### config.mk
export PLATFORM = sky130hd
export DESIGN_NAME = fetch_queue
export DESIGN_NICKNAME = d
export VERILOG_FILES = /design/src/rtl/fetch_queue.sv
export SDC_FILE = /design/constraint.sdc
export NUM_CORES = 1
export LEC_CHECK = 0
export ABC_AREA = 1
export CELL_PAD_IN_SITES_DETAIL_PLACEMENT = 1
export CELL_PAD_IN_SITES_GLOBAL_PLACEMENT = 2
export CORE_UTILIZATION = 38
export DETAILED_ROUTE_END_ITERATION = 8
export MAX_ROUTING_LAYER = met4
export PLACE_DENSITY_LB_ADDON = 0.1
export REMOVE_ABC_BUFFERS = 1
export SYNTH_ARGS = -nofsm -noshare
export SYNTH_HDL_FRONTEND = slang
export SYNTH_SLANG_ARGS = --single-unit
### constraint.sdc
create_clock -name clk -period 12.8 [get_ports clk]
set_input_delay 2.56 -clock clk [delete_from_list [all_inputs] [get_ports clk]]
set_output_delay 2.56 -clock clk [all_outputs]
set_load 0.01 [all_outputs]
### src/rtl/fetch_queue.sv
// fetch_queue: PC owner and DEPTH-entry prefetch FIFO feeding decode.
// Define FETCH_JUMP_PREDECODE_EN to follow j/jal targets at fetch time (needs WIDTH == 32).
module fetch_queue #(
   parameter int               WIDTH    = 32,
   parameter int               DEPTH    = 4,
   parameter logic [WIDTH-1:0] RESET_PC = '0
) (
   input  logic                     clk,
   input  logic                     reset,
   output logic [WIDTH-1:0]         pcF,
   input  logic [WIDTH-1:0]         instrF,
   input  logic                     stallD,
   input  logic                     redirectD,
   input  logic [WIDTH-1:0]         redirect_pcD,
   output logic [WIDTH-1:0]         instrD,
   output logic [WIDTH-1:0]         pcplus4D,
   output logic                     validD,
   output logic [$clog2(DEPTH):0]   count,
   output logic                     full
);
   localparam int AW = $clog2(DEPTH);
   logic [WIDTH-1:0] r_instr [DEPTH];
   logic [WIDTH-1:0] r_pc4   [DEPTH];
   logic [AW-1:0]    r_rd, r_wr;
   logic [AW:0]      r_count;
   logic [WIDTH-1:0] r_pc;
   logic             w_pop, w_push;
   logic [WIDTH-1:0] w_pc4, w_next_pc;

   assign w_pc4 = r_pc + WIDTH'(4);
`ifdef FETCH_JUMP_PREDECODE_EN
   if (WIDTH != 32) begin : g_width_chk
      $error("fetch_queue: FETCH_JUMP_PREDECODE_EN requires WIDTH == 32");
   end
   logic w_jump;
   // j = 000010, jal = 000011: both share the top five opcode bits
   assign w_jump    = instrF[31:27] == 5'b00001;
   assign w_next_pc = w_jump ? {w_pc4[31:28], instrF[25:0], 2'b00} : w_pc4;
`else
   assign w_next_pc = w_pc4;
`endif

   assign validD   = r_count != '0;
   assign full     = r_count == (AW+1)'(DEPTH);
   assign count    = r_count;
   assign pcF      = r_pc;
   assign instrD   = validD ? r_instr[r_rd] : '0;
   assign pcplus4D = validD ? r_pc4[r_rd] : '0;
   assign w_pop    = validD & ~stallD & ~redirectD;
   assign w_push   = ~redirectD & (~full | w_pop);

   always_ff @(posedge clk) begin
      if (!reset) begin
         r_pc    <= RESET_PC;
         r_count <= '0;
         r_rd    <= '0;
         r_wr    <= '0;
      end else if (redirectD) begin
         r_pc    <= redirect_pcD;
         r_count <= '0;
         r_rd    <= '0;
         r_wr    <= '0;
      end else begin
         if (w_push) begin
            r_pc <= w_next_pc;
            r_wr <= r_wr + 1'b1;
         end
         if (w_pop) r_rd <= r_rd + 1'b1;
         r_count <= r_count + (AW+1)'(w_push) - (AW+1)'(w_pop);
      end
   end

   always_ff @(posedge clk) begin
      if (reset && w_push) begin
         r_instr[r_wr] <= instrF;
         r_pc4[r_wr]   <= w_pc4;
      end
   end
endmodule
---- Word level (Yosys, flattened, before mapping) ----
Memories as Yosys holds them, arrays and structs flattened. A register that Yosys moved wholly into a read port is not among the register bits.
Index checks and enable logic that the tools add are counted.
operators by class
  reduce and logical (&&, ||, !) cells .... 4
  mux-type cells .......................... 10
  bitwise gates (word level) .............. 8
  add/sub/neg operators ................... 5
  equal/unequal tests ..................... 1
operators by type and width
  kind                   number
  $mux 32                4
  $add 32x3->32 const B  1
  $mux 2                 4
  $add 2x1->2 const B    2
  $not 1->1              4
  $add 3x1->3            1
  $and 1x1->1            3
  $eq 3x3->1 const B     1
  $reduce_bool 3->1      1
  $sub 3x1->3            1
  $mux 1                 2
  $reduce_bool 2->1      1
  $reduce_or 2->1        1
  $logic_and 1x1->1      1
  $or 1x1->1             1
storage, ports and cells
  bits in writable memories ............... 256
  input port bits ......................... 68
  word-level logic and storage cells ...... 34
  register bits after elaboration ......... 39
  output and inout bits ................... 101
  memories ................................ 2
memory list
  name     words  width  rd ports  clocked after Yosys merged registers in  wr ports  RTL line  text
  r_instr  4      32     1         1                                        1         22        logic [WIDTH-1:0] r_instr [DEPTH];
  r_pc4    4      32     1         1                                        1         23        logic [WIDTH-1:0] r_pc4 [DEPTH];

---- Logic depth before layout (Yosys ltp) ----
  word-level depth ........................ 8
  mapped depth ............................ 12
  gate-level depth less buffers ........... 12

---- Least setup slack after synthesis ----
OpenSTA, ideal clock, no wires.
  kind .................................... input port to flip-flop
  start ................................... in redirectD
  end ..................................... mem r_instr[0][0], enable pin
  library setup time ...................... 486 ps
  path slack .............................. 6507 ps
  arrival time ............................ 5806 ps
  stages on the path ...................... 6
  path through ............................ buf_2 nor2_1 nand2_1 nand2_1 nand2_1 nor2_1
on the way
  cells in the longest elaborated chain, start to end .. 7
ends and longest elaborated chain
  what                            RTL line  text
  start: declaration              13        input logic redirectD,
  $not 1->1 *                     49, 50
  $and 1x1->1                     49        assign w_pop = validD & ~stallD & ~redirectD;
  $or 1x1->1                      50        assign w_push = ~redirectD & (~full | w_pop);
  $and 1x1->1 *                   50
  $logic_and 1x1->1 *             74        if (reset && w_push) begin
  $mux 1 *                        74
  $mux 1 (implied by the code) *  75        r_instr[r_wr] <= instrF;
  end: declaration                22
Mark *: on every way between the ends. The rest lies on a longest branch, timed or not.

==> summary.md <==
| Metric | Value |
|---|---|
| Worst skew pair latency | between 0.5 and 0.6 ns |
| Maximum vdd drop | 0.0988 mV |
| Via density | 5.05 |
| Post-route worst setup slack | 6.42 ns |
| Layout cell share with drive strength beyond 1 | 0.0648 |
| GR met3 Demand/Resource | 0.0252 |
| Async S/R FF share, synth | 0 |
| # H-tree levels | 1 |
| Routability cong. | 0.796 |
| Commonest non-fill, non-tap cells in the layout | 292 x nor2_1, 256 x edfxtp_1, 168 x clkdlybuf4s50_1 |
| Max-capacitance violation count | 0 |
| Die Y | around 180 µm |
| CTS Buf Count | 30 |
| Wirelength per Cell | roughly 20 µm |
| Max Fclk | 0.157 GHz |
| Gate Count Post-Synth | 1167 |
| R2r setup slk | ~10 ns |
| Setup TNS | 0 ns |
| Net Sw Power | 0.495 mW |
| First-pass GRT wire length | 54100 µm |
| Combinational power share | 0.096 |
| Outcome | completed |
| Diode count | 0 |
| Setup Skew | ~0.016 ns |
| CTS Hold Bufs | 0 |
| Rows | 65 |
| Max Slew Vio Count | 0 |
| CP max FO | 68 |
| Clk slew on worst S/H paths | about 0.06 ns |
| Actual slew at the worst max-slew pin | ~1.1 ns |
| Share of the synthesized area in the top cell type | 0.617 |
| R2R Path Start | count[1] |
| Setup violators final | 0 |
| Leakage | around 5.4 nW |
| Routed via count | around 9000 |
| Biggest area consumer among synthesized cells | edfxtp_1 |
| DR iter-0 viols | 555 |
| Post-CTS sizing | 0 |
| Reg2Reg Capture Point | r_pc4[1][0] |
| Vias in the first global route | 9261 |
| Largest net degree at the start of global routing | 71 |
| Starting Density | 0.391 |
| Worst Hold Class | register to register |
| Fin nets | 1394 |
| Synth cell types | 34 |
| Antenna-violating nets left | 0 |
| Most Crowded Layer GR | met2 |
| Top FF cell, synth | edfxtp_1 |
| Die Wd | around 180 µm |
| Worst relative slew slack | 0.295 |
| Largest cells by area after synthesis | edfxtp_1 62%, nor2_1 8.9%, dfxtp_1 6.6% |
| Cell area after synthesis | roughly 12000 µm² |
| Post-placement worst setup slack | 6.88 ns |
| Core ar. | 31900 µm² |
| Min-Delay Startpoint | r_rd[1] |
| CP Launch Type | register |
| Most common cell after layout, fill and taps aside | nor2_1 |
| Clock Path Buffers | 3 |
| Number of synthesized flops with an enable pin | 256 |
| Crit. End Element | primary output |
| Mapped Avg Cell Area | 10.7 µm² |
| Final Hold Fails | 0 |
| Drt drc | 0 |
| WHS Path Cells | 2 |
| Area of placed instances | 14500 µm² |
| IO buf count | 168 |
| Power per cell area | 142 nW/µm² |
| Tot GR Track Use | 0.218 |
| Yosys reg bits | 297 |
| GR Layer Usage met2 | 0.348 |
| Internal Pwr Total | 1.71 mW |
| Seq pwr share | 0.499 |
| Area Growth Syn to Fin | 24.8% |
| RSZ-0062 raised after global routing | no |
| Grt total ovfl | 0 |
| I/O pins | 169 |
| Initial antenna violation count | 0 |
| Sequential cell area fraction in the yosys report | 0.683 |
| Reg2Reg Depth | 7 |
| HPWL after DPL | 21200 µm |
| Crit share post-route | 0.499 |
| M1 GR Usage | 0.301 |
| Clk pwr share | 0.406 |
| Req. time, crit path | 10.24 ns |
| Switch share | 0.225 |
| Pre-antenna DRT Iters | 5 |
| Die area | 33500 µm² |
| Sink Count | 297 |
| CTS tree | done |
| Post-route cell area | approximately 16000 µm² |
| Warnings from Yosys | 0 |
| WP data arrival | roughly 3.8 ns |
| Setup Crit Path Kind | register to primary output |
| Setup bufs post-CTS | 0 |
| Post-layout min period | 6.38 ns |
| Total Routed Length | ~35000 µm |
| Root Buffer Master | clkbuf_16 |
## critical path, cell delays in order (launching register included)
cell and delay [ns]:
dfxtp_4 0.79, clkinv_2 0.83, buf_4 0.61, o21ai_0 0.29
a21oi_1 0.17, clkdlybuf4s50_1 0.56
## metal layers
layer | up-vias | share of wire | wire length (µm)
li1 | 4305 | - | -
met1 | 4462 | 0.49 | 16900
met2 | 179 | 0.47 | 16200
met3 | 27 | 0.033 | 1150
met4 | 0 | 0.015 | 510
met5 | - | 0 | 0
## per-stage QoR
step / cells / power, mW / utilization / hold WS, ns
2_1_floorplan: 1108 / 1.20 / - / 0.436
3_3_place_gp: 1722 / 1.33 / 0.456 / 0.448
3_5_place_dp: 1722 / 1.33 / 0.456 / 0.454
4_1_cts: 1778 / 2.23 / 0.488 / 0.465
5_1_grt: 1778 / 2.28 / 0.488 / 0.500
6_report: 1778 / 2.20 / 0.488 / 0.465
## final cells by class
type | instances | area [µm²]
well taps | 435 | 544
flip-flops and latches | 297 | 8510
repair buffers | 179 | 1760
clock inverters | 18 | 220
multi-input cells | 757 | 3520
clock buffers | 38 | 791
fillers | 3517 | 16300
inverters | 54 | 204
## cell usage after synthesis, types with 6 or more instances
cell	count
ha_1	6
clkbuf_1	27
buf_1	12
buf_2	15
edfxtp_1	256
o21ai_0	145
dfxtp_1	41
nand3_1	16
xor2_1	8
nand2_1	136
nor2_1	296
a22oi_1	16
inv_1	47
a21oi_1	83
and2_1	6
inv_2	7
## sequential cells by signal, summed over array words and instances (netlist names), named ones only
register,count
r_pc4,128
r_wr,2
r_rd,2
r_instr,128
pcF,32
count,3
## cell families (layout without fill, tap and decap cells)
logic type	count (synthesis)	count (layout)	synth area share
AOI/OAI and AO/OA	254	254	0.106
xor gates and xnor gates	15	15	0.0117
adders and majority gates	7	7	0.00763
buffers and inverters	113	289	0.0373
DFF	297	297	0.683
other	1	1	0.000301
and+or+nand+nor	480	480	0.155
## power groups by stage
stage               clock network, mW  registers, mW  logic [mW]
CTS                             0.915           1.10       0.214
global placement                    0           1.12       0.211
global route                    0.947           1.10       0.230
finish                          0.893           1.10       0.210
floorplan                           0           1.12      0.0814
detailed placement                  0           1.12       0.212
## how the worst max path moves through the flow
stage / slack, ns / cells past startpoint / end
global placement: 6.93 / 5 / pcplus4D[2]
finish: 6.42 / 5 / pcplus4D[2]
global route: 6.06 / 5 / pcplus4D[23]
floorplan: 6.06 / 3 / pcplus4D[30]
CTS: 6.27 / 5 / pcplus4D[2]
detailed placement: 6.88 / 5 / pcplus4D[2]
No activity file was read; power rests on OpenSTA's default activity.
